[src/rtl/pipeline_stage_chain_pkg.sv]
// Shared constants and sizing helpers for the CPU inter-stage register chain.
package pipeline_stage_chain_pkg;

    // Default payload width follows the CPU datapath word.
    localparam int DEFAULT_WIDTH = 32;

    // Payload widths of the classic stage boundaries.
    localparam int IF_ID_WIDTH  = 32;
    localparam int ID_EX_WIDTH  = 98;
    localparam int EX_MEM_WIDTH = 72;
    localparam int MEM_WB_WIDTH = 71;

    typedef enum logic {
        SLICE_PASS = 1'b0,
        SLICE_SKID = 1'b1
    } slice_kind_e;

    function automatic slice_kind_e pl_slice_kind(input int skid);
        return (skid != 0) ? SLICE_SKID : SLICE_PASS;
    endfunction

    // Smallest r with 2**r >= value.
    function automatic int pl_clog2(input int value);
        int r;
        r = 0;
        for (int i = 0; i < 31; i++) begin
            if ((1 << i) < value) begin
                r = i + 1;
            end
        end
        return r;
    endfunction

    // Beats the chain can hold: one per slice, two when each slice has a skid slot.
    function automatic int pl_cap(input int stages, input int skid);
        return stages * ((skid != 0) ? 2 : 1);
    endfunction

    function automatic int pl_occ_width(input int stages, input int skid);
        return pl_clog2(pl_cap(stages, skid) + 1);
    endfunction

endpackage

[src/rtl/pipeline_stage_chain_if.sv]
// Valid/ready/data stream bundle; master drives valid+data, slave drives ready.
interface pipeline_stage_chain_if
    import pipeline_stage_chain_pkg::*;
#(
    parameter int WIDTH = DEFAULT_WIDTH
);
    logic             valid;
    logic             ready;
    logic [WIDTH-1:0] data;

    modport master (output valid, output data, input ready);
    modport slave  (input valid, input data, output ready);
endinterface

[src/rtl/pipeline_skid_slice.sv]
// One register slice of the chain. SKID selects between a main+skid pair with
// registered ready, or a single register whose ready passes through combinationally.
module pipeline_skid_slice
    import pipeline_stage_chain_pkg::*;
#(
    parameter int               WIDTH       = DEFAULT_WIDTH,
    parameter int               SKID        = 1,
    parameter logic [WIDTH-1:0] RESET_VALUE = '0
) (
    input  logic             clk,
    input  logic             rst,
    input  logic             i_flush,
    input  logic             i_valid,
    input  logic [WIDTH-1:0] i_data,
    output logic             o_ready,
    output logic             o_valid,
    output logic [WIDTH-1:0] o_data,
    input  logic             i_ready_dn
);

    localparam slice_kind_e KIND = pl_slice_kind(SKID);

    generate
        if (KIND == SLICE_SKID) begin : g_skid
            logic             r_main_valid;
            logic [WIDTH-1:0] r_main_data;
            logic             r_skid_valid;
            logic [WIDTH-1:0] r_skid_data;
            logic             w_accept;
            logic             w_drain;

            // Ready depends only on the skid slot, so no combinational path upstream.
            assign o_ready  = !r_skid_valid;
            assign w_accept = i_valid && !r_skid_valid;
            assign w_drain  = r_main_valid && i_ready_dn;

            // Main/skid movement: drain refills main from skid first, otherwise from input.
            always_ff @(posedge clk) begin
                if (rst) begin
                    r_main_valid <= 1'b0;
                    r_skid_valid <= 1'b0;
                    r_main_data  <= RESET_VALUE;
                    r_skid_data  <= RESET_VALUE;
                end else if (i_flush) begin
                    r_main_valid <= 1'b0;
                    r_skid_valid <= 1'b0;
                end else if (w_drain) begin
                    if (r_skid_valid) begin
                        r_main_data  <= r_skid_data;
                        r_skid_valid <= 1'b0;
                    end else if (w_accept) begin
                        r_main_data  <= i_data;
                    end else begin
                        r_main_valid <= 1'b0;
                    end
                end else if (w_accept) begin
                    if (r_main_valid) begin
                        r_skid_valid <= 1'b1;
                        r_skid_data  <= i_data;
                    end else begin
                        r_main_valid <= 1'b1;
                        r_main_data  <= i_data;
                    end
                end
            end

            assign o_valid = r_main_valid;
            assign o_data  = r_main_data;
        end else begin : g_pass
            logic             r_valid;
            logic [WIDTH-1:0] r_data;
            logic             w_accept;
            logic             w_drain;

            // A full register can still take a beat when the next slice takes the current one.
            assign o_ready  = !r_valid || i_ready_dn;
            assign w_accept = i_valid && o_ready;
            assign w_drain  = r_valid && i_ready_dn;

            // Single register: load on accept, empty on drain without a replacement.
            always_ff @(posedge clk) begin
                if (rst) begin
                    r_valid <= 1'b0;
                    r_data  <= RESET_VALUE;
                end else if (i_flush) begin
                    r_valid <= 1'b0;
                end else if (w_accept) begin
                    r_valid <= 1'b1;
                    r_data  <= i_data;
                end else if (w_drain) begin
                    r_valid <= 1'b0;
                end
            end

            assign o_valid = r_valid;
            assign o_data  = r_data;
        end
    endgenerate

endmodule

[src/rtl/pipeline_stage_chain.sv]
// Parametrised inter-stage register chain with valid/ready backpressure,
// whole-chain flush and a registered occupancy count.
module pipeline_stage_chain
    import pipeline_stage_chain_pkg::*;
#(
    parameter int               WIDTH       = DEFAULT_WIDTH,
    parameter int               STAGES      = 1,
    parameter int               SKID        = 1,
    parameter logic [WIDTH-1:0] RESET_VALUE = '0,
    localparam int              OCC_W       = pl_occ_width(STAGES, SKID)
) (
    input  logic                   clk,
    input  logic                   rst,
    input  logic                   i_flush,
    pipeline_stage_chain_if.slave  i_up,
    pipeline_stage_chain_if.master o_dn,
    output logic [OCC_W-1:0]       o_occupancy
);

    logic             w_in_ready;
    logic             w_out_valid;
    logic [WIDTH-1:0] w_out_data;
    logic             w_up_xfer;
    logic             w_dn_xfer;
    logic [OCC_W-1:0] r_occ;

    // Each stage keeps its own link wires so the ready chain is never one
    // self-referencing vector.
    generate
        for (genvar k = 0; k < STAGES; k++) begin : g_stage
            logic             w_valid_in;
            logic [WIDTH-1:0] w_data_in;
            logic             w_ready_up;
            logic             w_valid_out;
            logic [WIDTH-1:0] w_data_out;
            logic             w_ready_dn;

            if (k == 0) begin : g_head
                assign w_valid_in = i_up.valid;
                assign w_data_in  = i_up.data;
            end else begin : g_link
                assign w_valid_in = g_stage[k-1].w_valid_out;
                assign w_data_in  = g_stage[k-1].w_data_out;
            end

            if (k == STAGES - 1) begin : g_tail
                assign w_ready_dn = o_dn.ready;
            end else begin : g_next
                assign w_ready_dn = g_stage[k+1].w_ready_up;
            end

            pipeline_skid_slice #(
                .WIDTH       (WIDTH),
                .SKID        (SKID),
                .RESET_VALUE (RESET_VALUE)
            ) u_slice (
                .clk        (clk),
                .rst        (rst),
                .i_flush    (i_flush),
                .i_valid    (w_valid_in),
                .i_data     (w_data_in),
                .o_ready    (w_ready_up),
                .o_valid    (w_valid_out),
                .o_data     (w_data_out),
                .i_ready_dn (w_ready_dn)
            );
        end
    endgenerate

    assign w_in_ready  = g_stage[0].w_ready_up;
    assign w_out_valid = g_stage[STAGES-1].w_valid_out;
    assign w_out_data  = g_stage[STAGES-1].w_data_out;

    assign i_up.ready = w_in_ready;
    assign o_dn.valid = w_out_valid;
    assign o_dn.data  = w_out_data;

    assign w_up_xfer = i_up.valid && w_in_ready;
    assign w_dn_xfer = w_out_valid && o_dn.ready;

    // Occupancy follows accepted minus delivered beats; reset and flush empty it.
    always_ff @(posedge clk) begin
        if (rst || i_flush) begin
            r_occ <= '0;
        end else if (w_up_xfer && !w_dn_xfer) begin
            r_occ <= r_occ + OCC_W'(1);
        end else if (!w_up_xfer && w_dn_xfer) begin
            r_occ <= r_occ - OCC_W'(1);
        end
    end

    assign o_occupancy = r_occ;

endmodule

[src/flat_wrapper.sv]
// flat-port wrapper written by rule: the top's interface ports become plain ports
module pipeline_stage_chain_flat import pipeline_stage_chain_pkg::*;
#(
    parameter int               WIDTH       = DEFAULT_WIDTH,
    parameter int               STAGES      = 1,
    parameter int               SKID        = 1,
    parameter logic [WIDTH-1:0] RESET_VALUE = '0,
    localparam int              OCC_W       = pl_occ_width(STAGES, SKID)
)
  (clk, rst, i_flush, o_occupancy, i_up_valid, i_up_data, i_up_ready, o_dn_valid, o_dn_data, o_dn_ready);
  pipeline_stage_chain_if #(.WIDTH(WIDTH)) i_up_i ();
  pipeline_stage_chain_if #(.WIDTH(WIDTH)) o_dn_i ();
  input  logic clk;
  input  logic rst;
  input  logic i_flush;
  output logic [OCC_W-1:0] o_occupancy;
  input wire logic [$bits(i_up_i.valid)-1:0] i_up_valid;
  input wire logic [$bits(i_up_i.data)-1:0] i_up_data;
  output wire logic [$bits(i_up_i.ready)-1:0] i_up_ready;
  output wire logic [$bits(o_dn_i.valid)-1:0] o_dn_valid;
  output wire logic [$bits(o_dn_i.data)-1:0] o_dn_data;
  input wire logic [$bits(o_dn_i.ready)-1:0] o_dn_ready;
  assign i_up_i.valid = i_up_valid;
  assign i_up_i.data = i_up_data;
  assign i_up_ready = i_up_i.ready;
  assign o_dn_valid = o_dn_i.valid;
  assign o_dn_data = o_dn_i.data;
  assign o_dn_i.ready = o_dn_ready;
  pipeline_stage_chain #(.WIDTH(WIDTH), .STAGES(STAGES), .SKID(SKID), .RESET_VALUE(RESET_VALUE)) u_core (.clk(clk), .rst(rst), .i_flush(i_flush), .i_up(i_up_i), .o_dn(o_dn_i), .o_occupancy(o_occupancy));
endmodule
[config.mk]
export PLATFORM = sky130hd
export DESIGN_NAME = pipeline_stage_chain_flat
export DESIGN_NICKNAME = d
export VERILOG_FILES = /design/src/rtl/pipeline_stage_chain_pkg.sv /design/src/rtl/pipeline_stage_chain_if.sv /design/src/rtl/pipeline_skid_slice.sv /design/src/rtl/pipeline_stage_chain.sv /design/src/flat_wrapper.sv
export SDC_FILE = /design/constraint.sdc
export NUM_CORES = 1
export LEC_CHECK = 0
export CAP_MARGIN = 20
export CORE_MARGIN = 2
export CORE_UTILIZATION = 45
export CTS_CLUSTER_SIZE = 28
export DETAILED_ROUTE_END_ITERATION = 8
export GPL_ROUTABILITY_DRIVEN = 0
export PLACE_DENSITY = 0.74
export RECOVER_POWER = 100
export REMOVE_ABC_BUFFERS = 1
export SLEW_MARGIN = 20
export SYNTH_ARGS = -nofsm -noshare
export SYNTH_HDL_FRONTEND = slang
export SYNTH_HIERARCHICAL = 1
export SYNTH_SLANG_ARGS = --single-unit
[constraint.sdc]
create_clock -name clk -period 2.17 [get_ports clk]
set_input_delay 0.434 -clock clk [delete_from_list [all_inputs] [get_ports clk]]
set_output_delay 0.434 -clock clk [all_outputs]
set_load 0.01 [all_outputs]
-- Yosys cells after proc, flatten, opt, wreduce, memory -nomap -nowiden
Cells that the tools add are included.
- flip-flop bits (word level): 68
- word-level logic and storage cells: 40
- input bits: 37
- mux-type cells: 11
- reduce and logical (&&, ||, !) cells: 17
- add/subtract/negate cells: 2
- equality and inequality tests: 3
- bitwise operators: 2
- operators with widths (kind ; count):
    $mux 32 ; 5
    $reduce_and 4->1 ; 2
    $reduce_bool 2->1 ; 3
    $logic_and 1x1->1 ; 4
    $mux 1 ; 4
    $mux 2 ; 2
    $ne 2x2->1 const B ; 2
    $logic_not 1->1 ; 3
    $reduce_and 3->1 ; 1
    $reduce_or 3->1 ; 1
    $add 2x1->2 const B ; 1
    $ne 2x1->1 const B ; 1
    $not 1->1 ; 2
    $reduce_and 2->1 ; 1
    $reduce_or 2->1 ; 1
    $sub 2x1->2 const B ; 1
    $logic_or 1x1->1 ; 1

-- Logic depth before layout (Yosys ltp)
Gate-level depths: netlist (run 1).
- depth after elaboration: 6
- mapped depth: 6

-- Hierarchy
Netlist (run 1), hierarchy kept.
- by module, submodules not included (module ; sequential area each (sq um) ; area an instance (sq um) ; cells an instance ; instances):
    pipeline_skid_slice ; 1321.3 ; 2763.9 ; 332 ; 1
    pipeline_stage_chain ; 40.0 ; 103.8 ; 11 ; 1

-- Worst setup path after synthesis (run 1)
OpenSTA, ideal clock, no wires.
- path type: register to register
- from: register u_core.g_stage[0].u_slice.g_skid.r_main_valid
- to: register u_core.g_stage[0].u_slice.g_skid.r_main_data[10]
- stages on the path, launching flop included: 6
- path slack: 0.566 ns
- library setup time: 0.089 ns
- data arrival time: 1.515 ns
- cell sequence: dfxtp_1 > or2_1 > a211oi_4 > buf_6 > nor2_1 > a311oi_2
- word-level cells in the longest chain between the ends: 3
- RTL lines (what ; line ; RTL):
    from (decl) ; pipeline_skid_slice.sv:25 ; logic r_main_valid;
    from (signal assigned) ; pipeline_skid_slice.sv:40 ; r_main_valid <= 1'b0;
    from (signal assigned) ; pipeline_skid_slice.sv:45 ; r_main_valid <= 1'b0;
    from (signal assigned) ; pipeline_skid_slice.sv:54 ; r_main_valid <= 1'b0;
    $logic_and 1x1->1 ; pipeline_skid_slice.sv:35 ; assign w_drain = r_main_valid && i_ready_dn;
    $ne 2x1->1 (no source line) / $reduce_bool 2->1 (equally long branches) ; n/a ;
    $reduce_and 4->1 (no source line) ; n/a ;
    to (signal assigned) ; pipeline_skid_slice.sv:49 ; r_main_data <= r_skid_data;
    to (signal assigned) ; pipeline_skid_slice.sv:52 ; r_main_data <= i_data;
    to (signal assigned) ; pipeline_skid_slice.sv:62 ; r_main_data <= i_data;
    to (decl) ; pipeline_skid_slice.sv:26 ; logic [WIDTH-1:0] r_main_data;
Several ways; a longest one is shown, not always the timed one.
A chain may end at the register's enable or synchronous reset.

-- Worst setup path in the final report (run 1)
- from: register u_core.g_stage[0].u_slice.g_skid.r_main_valid
- to: output o_dn_valid
- RTL lines (what ; line ; RTL):
    to (decl) ; flat_wrapper.sv:20 ; output wire logic [$bits(o_dn_i.valid)-1:0] o_dn_valid;
No word-level cell between the ends.

==> results.md, run 1 <==
* Outcome: completed
* Number of synthesized register bits at 68
* Skew final at 0.005319 ns
* Synth area leaders: dfxtp_1 (47%), nand2_1 (17%), a311oi_2 (15%)
* Total Wirelength at about 6.3 mm
* Clock buffer depth at 2
* Register area at around 1400 sq um
* Reg-to-reg startpoint: u_core/g_stage[0].u_slice/o_valid
* Area of the multi-input gates at 1374 sq um
* Top cell family by delay on the critical path: buffers and inverters
* FF-to-FF path depth at 5
* Data arrival, critical path at 1.48 ns
* CP cell instances: dlygate4sd3_1
* Type of the worst min-delay path: in2reg
* Number of global-route vias before repair at between 2,000 and 2,500
* CTS root buf: clkbuf_8
* Worst reg-to-reg setup slack at about 0.5 ns
* Tmin final at ~1.9 ns
* Max cap viols at 0
* Final Instance Area at 3887 sq um
* Placed Area at about 3700 sq um
* Critical path endpoint category: output port
* Diodes inserted at 0
* RSZ-0062 raised after global routing: false
* Hold_sp: rst
* F_max at 521.5 MHz
* Area delta synth->final at 35.56%
* Synth area leader: dfxtp_1
* Final Cycle Share at just under 90%
* Peak VDD IR at around 0.38 mV
* Largest net degree at the start of global routing at 35
* Setup Crit Path Kind: reg2out
* Syn avg cell area at 8.361 sq um
* Worst Path Required at ~1.7 ns
* Drt first pass iters at 4
* Rows at 29
* Vias/cell at between 5 and 6
* Design Power at approximately 2.7 mW
* Setup bufs post-CTS at 0
* Fillers at 558
* Die area at 7027 sq um
* 1st-iter DRT viols at 80
* Nets at roughly 450
* First-pass GRT wire length at 10.36 mm
* Post-synth top area share at a little under half
* Crit path largest cell delay at roughly 0.66 ns
* Gr usage total at 18.17%
* Worst-path fanout max at 10
* Grt total ovfl at 0
* PostCTS Resize Cnt at 0
* Fraction of layout cells with a size suffix above 1 at between 10 and 15%
* Cells after Synth at 343
* Antenna violations before repair at 0
* TritonCTS Buffers at 9
* Buffers & Inverters on Critical Path at 1
* CTS clock-pin slew for the worst setup and hold paths at about 0.070 ns
* DR vias at 2,548
* CP Launch Type: flop
* Leakage at between 1 and 1.5 nW
* DRC Markers at 0
* Num Clock Sinks at 68
* CTS hold repair buffers at 0
* Distinct cells, synth at 23
* Reg-to-Reg End: u_core/g_stage[0].u_slice/o_data[30]
* Post-route setup TNS at 0 ns
* Post-DR wirelength/cell at roughly 13 um
* Placed instance count at 480
* Mapped Area at 2868 sq um
* Critical Path Slowest Stage Cell: dlygate4sd3_1
* Die Y at about 84 um
* Post-DP HPWL at 4.270 mm
* Pwr dens at roughly 700 nW/um^2
* Endpoint, Worst Hold: u_core/g_stage[0].u_slice/g_skid.r_skid_data[9]
* Port bufs at 72
* Final setup vio count at 0
* Area of the core at approximately 6200 sq um
* Synthesis Warnings at 6
* H-tree Lvls at 3
* Max-slew headroom at around 73%
* Seq/Total Area, Yosys at around 47%
* Fin. Hold Viols at 0
* Worst skew pair latency at around 0.33 ns
* Count of non-filler cells in the finished layout at 496
* TritonCTS clock tree: done
* Die W at about 84 um
* Hold Crit Depth at 2
* Initial Utilization at between 40% and 50%
* ANT nets after route at 0
* Slew @ Worst Pin at around 0.41 ns
* # IOs at 73
* Max-slew violations at 0
layer usage:
layer	GRT usage, %	vias to the layer above	share of wire, %	wire [um]
li1	-	1299	-	-
met4	7.771	0	1.7	106
met1	24.31	1176	47	2994
met3	3.561	9	4.3	275
met5	0	-	0	0
met2	28.65	64	47	2970
cells in the mapped netlist (all sizes together):
cell type	number
o21ai	1
a21oi	34
ha	1
clkbuf	20
nor2b	1
nand3	2
a311oi	32
and3	1
nor2	35
dfxtp	68
a211oi	2
inv	1
a2111oi	1
or2	1
nor3	2
or3	1
nand2	131
and2	1
xor2	2
buf	6
worst max path at each step:
stage	startpoint	end	slack (ns)	cells past startpoint
4_1_cts	u_core/g_stage[0].u_slice/o_valid	o_dn_valid	0.30	1
6_report	u_core/g_stage[0].u_slice/o_valid	o_dn_valid	0.25	1
3_5_place_dp	o_dn_ready	u_core/g_stage[0].u_slice/o_data[6]	0.09	6
2_1_floorplan	u_core/g_stage[0].u_slice/o_valid	u_core/g_stage[0].u_slice/o_data[0]	-0.70	4
3_3_place_gp	o_dn_ready	u_core/g_stage[0].u_slice/o_data[6]	0.13	6
5_1_grt	o_dn_ready	u_core/g_stage[0].u_slice/g_skid.r_skid_data[2]	0.19	7
sequential cells by signal, indices dropped and copies added, names as in the netlist:
name / flops
u_core/g_stage.u_slice/o_data: 32
u_core/o_occupancy: 2
u_core/g_stage.u_slice/g_skid.r_skid_valid: 1
u_core/g_stage.u_slice/g_skid.r_skid_data: 32
u_core/g_stage.u_slice/o_valid: 1
layout by cell type, fill, tap and decap left out:
cell type / synthesis / routed
a211oi_4: 1 / 1
nor2b_1: 1 / 1
clkinv_4: 0 / 1
clkbuf_1: 20 / 2
ha_1: 1 / 1
clkinv_2: 0 / 2
nor2_2: 0 / 1
clkdlybuf4s50_1: 0 / 34
nand2_1: 131 / 131
nor3_1: 2 / 2
or3_1: 1 / 1
a2111oi_0: 1 / 1
buf_4: 3 / 9
xor2_1: 2 / 2
a211oi_1: 1 / 1
and2_1: 1 / 1
a21oi_1: 34 / 34
clkbuf_8: 0 / 10
dfxtp_1: 68 / 68
nor2_1: 35 / 34
o21ai_0: 1 / 1
inv_1: 1 / 1
and3_1: 1 / 1
dlygate4sd3_1: 0 / 37
or2_1: 1 / 1
nand3_1: 2 / 2
buf_2: 0 / 1
a311oi_1: 4 / 4
clkinvlp_4: 0 / 2
a311oi_2: 28 / 28
bufinv_16: 0 / 1
buf_12: 0 / 3
where the power goes:
part	switching, mW	leakage (nW)	internal, mW
logic	0.175	0.780	0.194
registers	0.0264	0.554	1.30
clock network	0.476	0.0983	0.560
cell type report:
class                   count  area share [%]
multi-input cells         248           35.34
flip-flops and latches     68           35.02
repair buffers             86           21.89
clock buffers              10           3.540
well taps                  77           2.478
clock inverters             6           1.641
inverters                   1         0.09656
per-stage QoR:
| stage | hold WS, ns | utilization, % | setup slack (ns) |
|---|---|---|---|
| after floorplan | 0.4305 | - | -0.6957 |
| after global placement | 0.4414 | 59.18 | 0.1259 |
| after detailed placement | 0.4469 | 59.18 | 0.08757 |
| after CTS | 0.4479 | 62.41 | 0.3035 |
| after global routing | 0.4513 | 62.29 | 0.1931 |
| final | 0.4543 | 62.29 | 0.2523 |
kinds of logic (layout without fill, tap and decap cells):
group | Yosys count | count (layout) | synth area share [%]
and+or+nand+nor | 175 | 175 | 23.52
adders and majority gates | 1 | 1 | 0.4362
AOI/OAI and AO/OA | 70 | 70 | 23.25
buffers and inverters | 27 | 103 | 4.712
xor gates and xnor gates | 2 | 2 | 0.6109
DFF | 68 | 68 | 47.47
Power figures use the tool's default switching activity.
==> run 2: changes to the inputs <==
==> constraint.sdc (replaced) <==
create_clock -name clk -period 1.88 [get_ports clk]
set_input_delay 0.376 -clock clk [delete_from_list [all_inputs] [get_ports clk]]
set_output_delay 0.376 -clock clk [all_outputs]
set_load 0.01 [all_outputs]
==> run 2 against run 1 <==
Net effect: register-to-register slack got worse by 0.28 ns; design area grew 1.7%; hold slack got worse by 0.038 ns; first-iteration DRC count increased by 34%; critical path depth up 6; power grew 14%; clock power is 9% higher; die area stayed put; global-route usage rose by 1.7 points; critical endpoint is now u_core/g_stage[0].u_slice/g_skid.r_skid_data[0]; clock skew increased by 0.0017 ns; sequential cell count unchanged.
==> results.md, run 2 (synthesized netlist as in run 1, its figures left out) <==
* CTS clock-pin slew for the worst setup and hold paths at roughly 0.08 ns
* Critical path endpoint category: flop
* Port bufs at between 70 and 80
* Fraction of layout cells with a size suffix above 1 at ~16%
* Count of non-filler cells in the finished layout at just over 500
* Skew final at about 0.0070 ns
* Grt total ovfl at 0
* Final Instance Area at between 3000 and 4000 sq um
* Tmin final at roughly 1.8 ns
* Vias/cell at approximately 5.2
* Die area at between 7000 and 8000 sq um
* TritonCTS clock tree: done
* CP Launch Type: primary input
* Nets at between 400 and 500
* Initial Utilization at ~46%
* Largest net degree at the start of global routing at 40
* Final Cycle Share at 95.19%
* CP startpoint: i_flush
* Setup Crit Path Kind: in2reg
* DR vias at between 2,000 and 3,000
* Clock buffer depth at 2
* Leakage at 1.487 nW
* Outcome: completed
* Max cap viols at 0
* Commonest non-fill, non-tap cell in the layout: nand2_1
* Die W at about 84 um
* Gr usage total at roughly a fifth
* Number of global-route vias before repair at roughly 2,400
* Peak VDD IR at about 0.54 mV
* Max-slew headroom at 78.17%
* # IOs at 73
* Reg-to-Reg End: u_core/g_stage[0].u_slice/o_data[30]
* Most frequent cells in the layout: nand2_1 (131), dfxtp_1 (67), dlygate4sd3_1 (37)
* Area of the core at 6241 sq um
* ANT nets after route at 0
* Worst skew pair latency at 0.34 ns
* Type of the worst min-delay path: in2reg
* Die Y at roughly 84 um
* H-tree Lvls at 3
* Area delta synth->final at 37.87%
* Pwr dens at 785.4 nW/um^2
* Post-DP HPWL at 4.380 mm
* Reg-to-reg startpoint: u_core/g_stage[0].u_slice/g_skid.r_skid_valid
* Hold_sp: rst
* Diodes inserted at 0
* CTS root buf: clkbuf_8
* Final setup vio count at 0
* Data arrival, critical path at between 2 and 2.5 ns
* Rows at 29
* Placed instance count at between 400 and 500
* Antenna violations before repair at 0
* Setup bufs post-CTS at 0
* Post-route setup TNS at 0 ns
* Worst reg-to-reg setup slack at approximately 0.21 ns
* Drt first pass iters at 6
* First-pass GRT wire length at 11.25 mm
* Num Clock Sinks at 68
* CTS hold repair buffers at 0
* Slew @ Worst Pin at ~0.32 ns
* Fin. Hold Viols at 0
* TritonCTS Buffers at 9
* DRC Markers at 0
* F_max at about 560 MHz
* Worst Path Required at between 2 and 2.5 ns
* PostCTS Resize Cnt at 0
* Placed Area at between 3000 and 4000 sq um
* Post-DR wirelength/cell at 13.45 um
* Total Wirelength at about 6.8 mm
* Worst-path fanout max at 22
* Worst setup path endpoint: u_core/g_stage[0].u_slice/g_skid.r_skid_data[0]
* 1st-iter DRT viols at 107
* Design Power at roughly 3.1 mW
* Max-slew violations at 0
* FF-to-FF path depth at 5
* Utilization after layout at between 60% and 70%
[run 2: cell types whose count changed in the layout (fill, tap and decap cells not counted), sizes merged]
| cell | delta |
|---|---|
| bufinv | -1 |
| clkinv | -1 |
| buf | +9 |
| clkinvlp | +1 |
| clkbuf | +2 |
[run 2: worst min path at each step]
stage / endpoint / slack, ns / cells past startpoint
after CTS: u_core/g_stage[0].u_slice/g_skid.r_skid_data[8] / 0.42 / 2
after global placement: flop / 0.44 / 2
final: u_core/g_stage[0].u_slice/g_skid.r_skid_data[8] / 0.42 / 2
after global routing: u_core/g_stage[0].u_slice/g_skid.r_skid_data[8] / 0.43 / 2
after detailed placement: u_core/g_stage[0].u_slice/g_skid.r_skid_data[1] / 0.45 / 2
after floorplan: u_core/g_stage[0].u_slice/g_skid.r_skid_data[0] / 0.43 / 2
[run 2: per-layer routing]
| metal | track usage [%] | part of all wire [%] | vias to the layer above |
|---|---|---|---|
| li1 | - | - | 1319 |
| met3 | 5.836 | 4.8 | 6 |
| met5 | 0 | 0 | - |
| met1 | 24.97 | 45 | 1214 |
| met4 | 5.279 | 0.85 | 0 |
| met2 | 33.53 | 49 | 74 |
[run 2: per-stage QoR]
stage	setup slack, ns	hold WS [ns]
4_1_cts	0.06388	0.4190
6_report	0.09045	0.4165
3_3_place_gp	-0.1504	0.4414
2_1_floorplan	-0.9857	0.4305
5_1_grt	-0.007528	0.4270
3_5_place_dp	-0.2392	0.4471
[run 2: power by group]
part	internal (mW)	switching (mW)
Sequential	1.50	0.0307
Combinational	0.238	0.204
Clock	0.550	0.583
Total	2.29	0.819
[run 2: final cells by class]
| class | count | area (sq um) |
|---|---|---|
| fillers | 561 | 2287 |
| flip-flops and latches | 68 | 1363 |
| multi-input cells | 248 | 1349 |
| repair buffers | 96 | 954.7 |
| clock buffers | 11 | 151.4 |
| well taps | 77 | 96.34 |
| clock inverters | 5 | 36.28 |
| inverters | 1 | 3.754 |
[run 2: worst max-delay path, cell delays in order]
cell           delay [ns]
dlygate4sd3_1        0.60
clkbuf_1             0.18
nor2_1               0.17
and3_1               0.20
clkbuf_4             0.31
nand2_1              0.09
a21oi_1              0.13
==> run 3: changes to the inputs <==
--- a/config.mk
+++ b/config.mk
@@ -10,7 +10,6 @@
 export CORE_UTILIZATION = 45
 export CTS_CLUSTER_SIZE = 28
 export DETAILED_ROUTE_END_ITERATION = 8
-export GPL_ROUTABILITY_DRIVEN = 0
 export PLACE_DENSITY = 0.74
 export RECOVER_POWER = 100
 export REMOVE_ABC_BUFFERS = 1
@@ -19,3 +18,4 @@
 export SYNTH_HDL_FRONTEND = slang
 export SYNTH_HIERARCHICAL = 1
 export SYNTH_SLANG_ARGS = --single-unit
+export TNS_END_PERCENT = 30
==> results of run 3 <==
Final layout, timing and power as in run 2 (identical DEF).
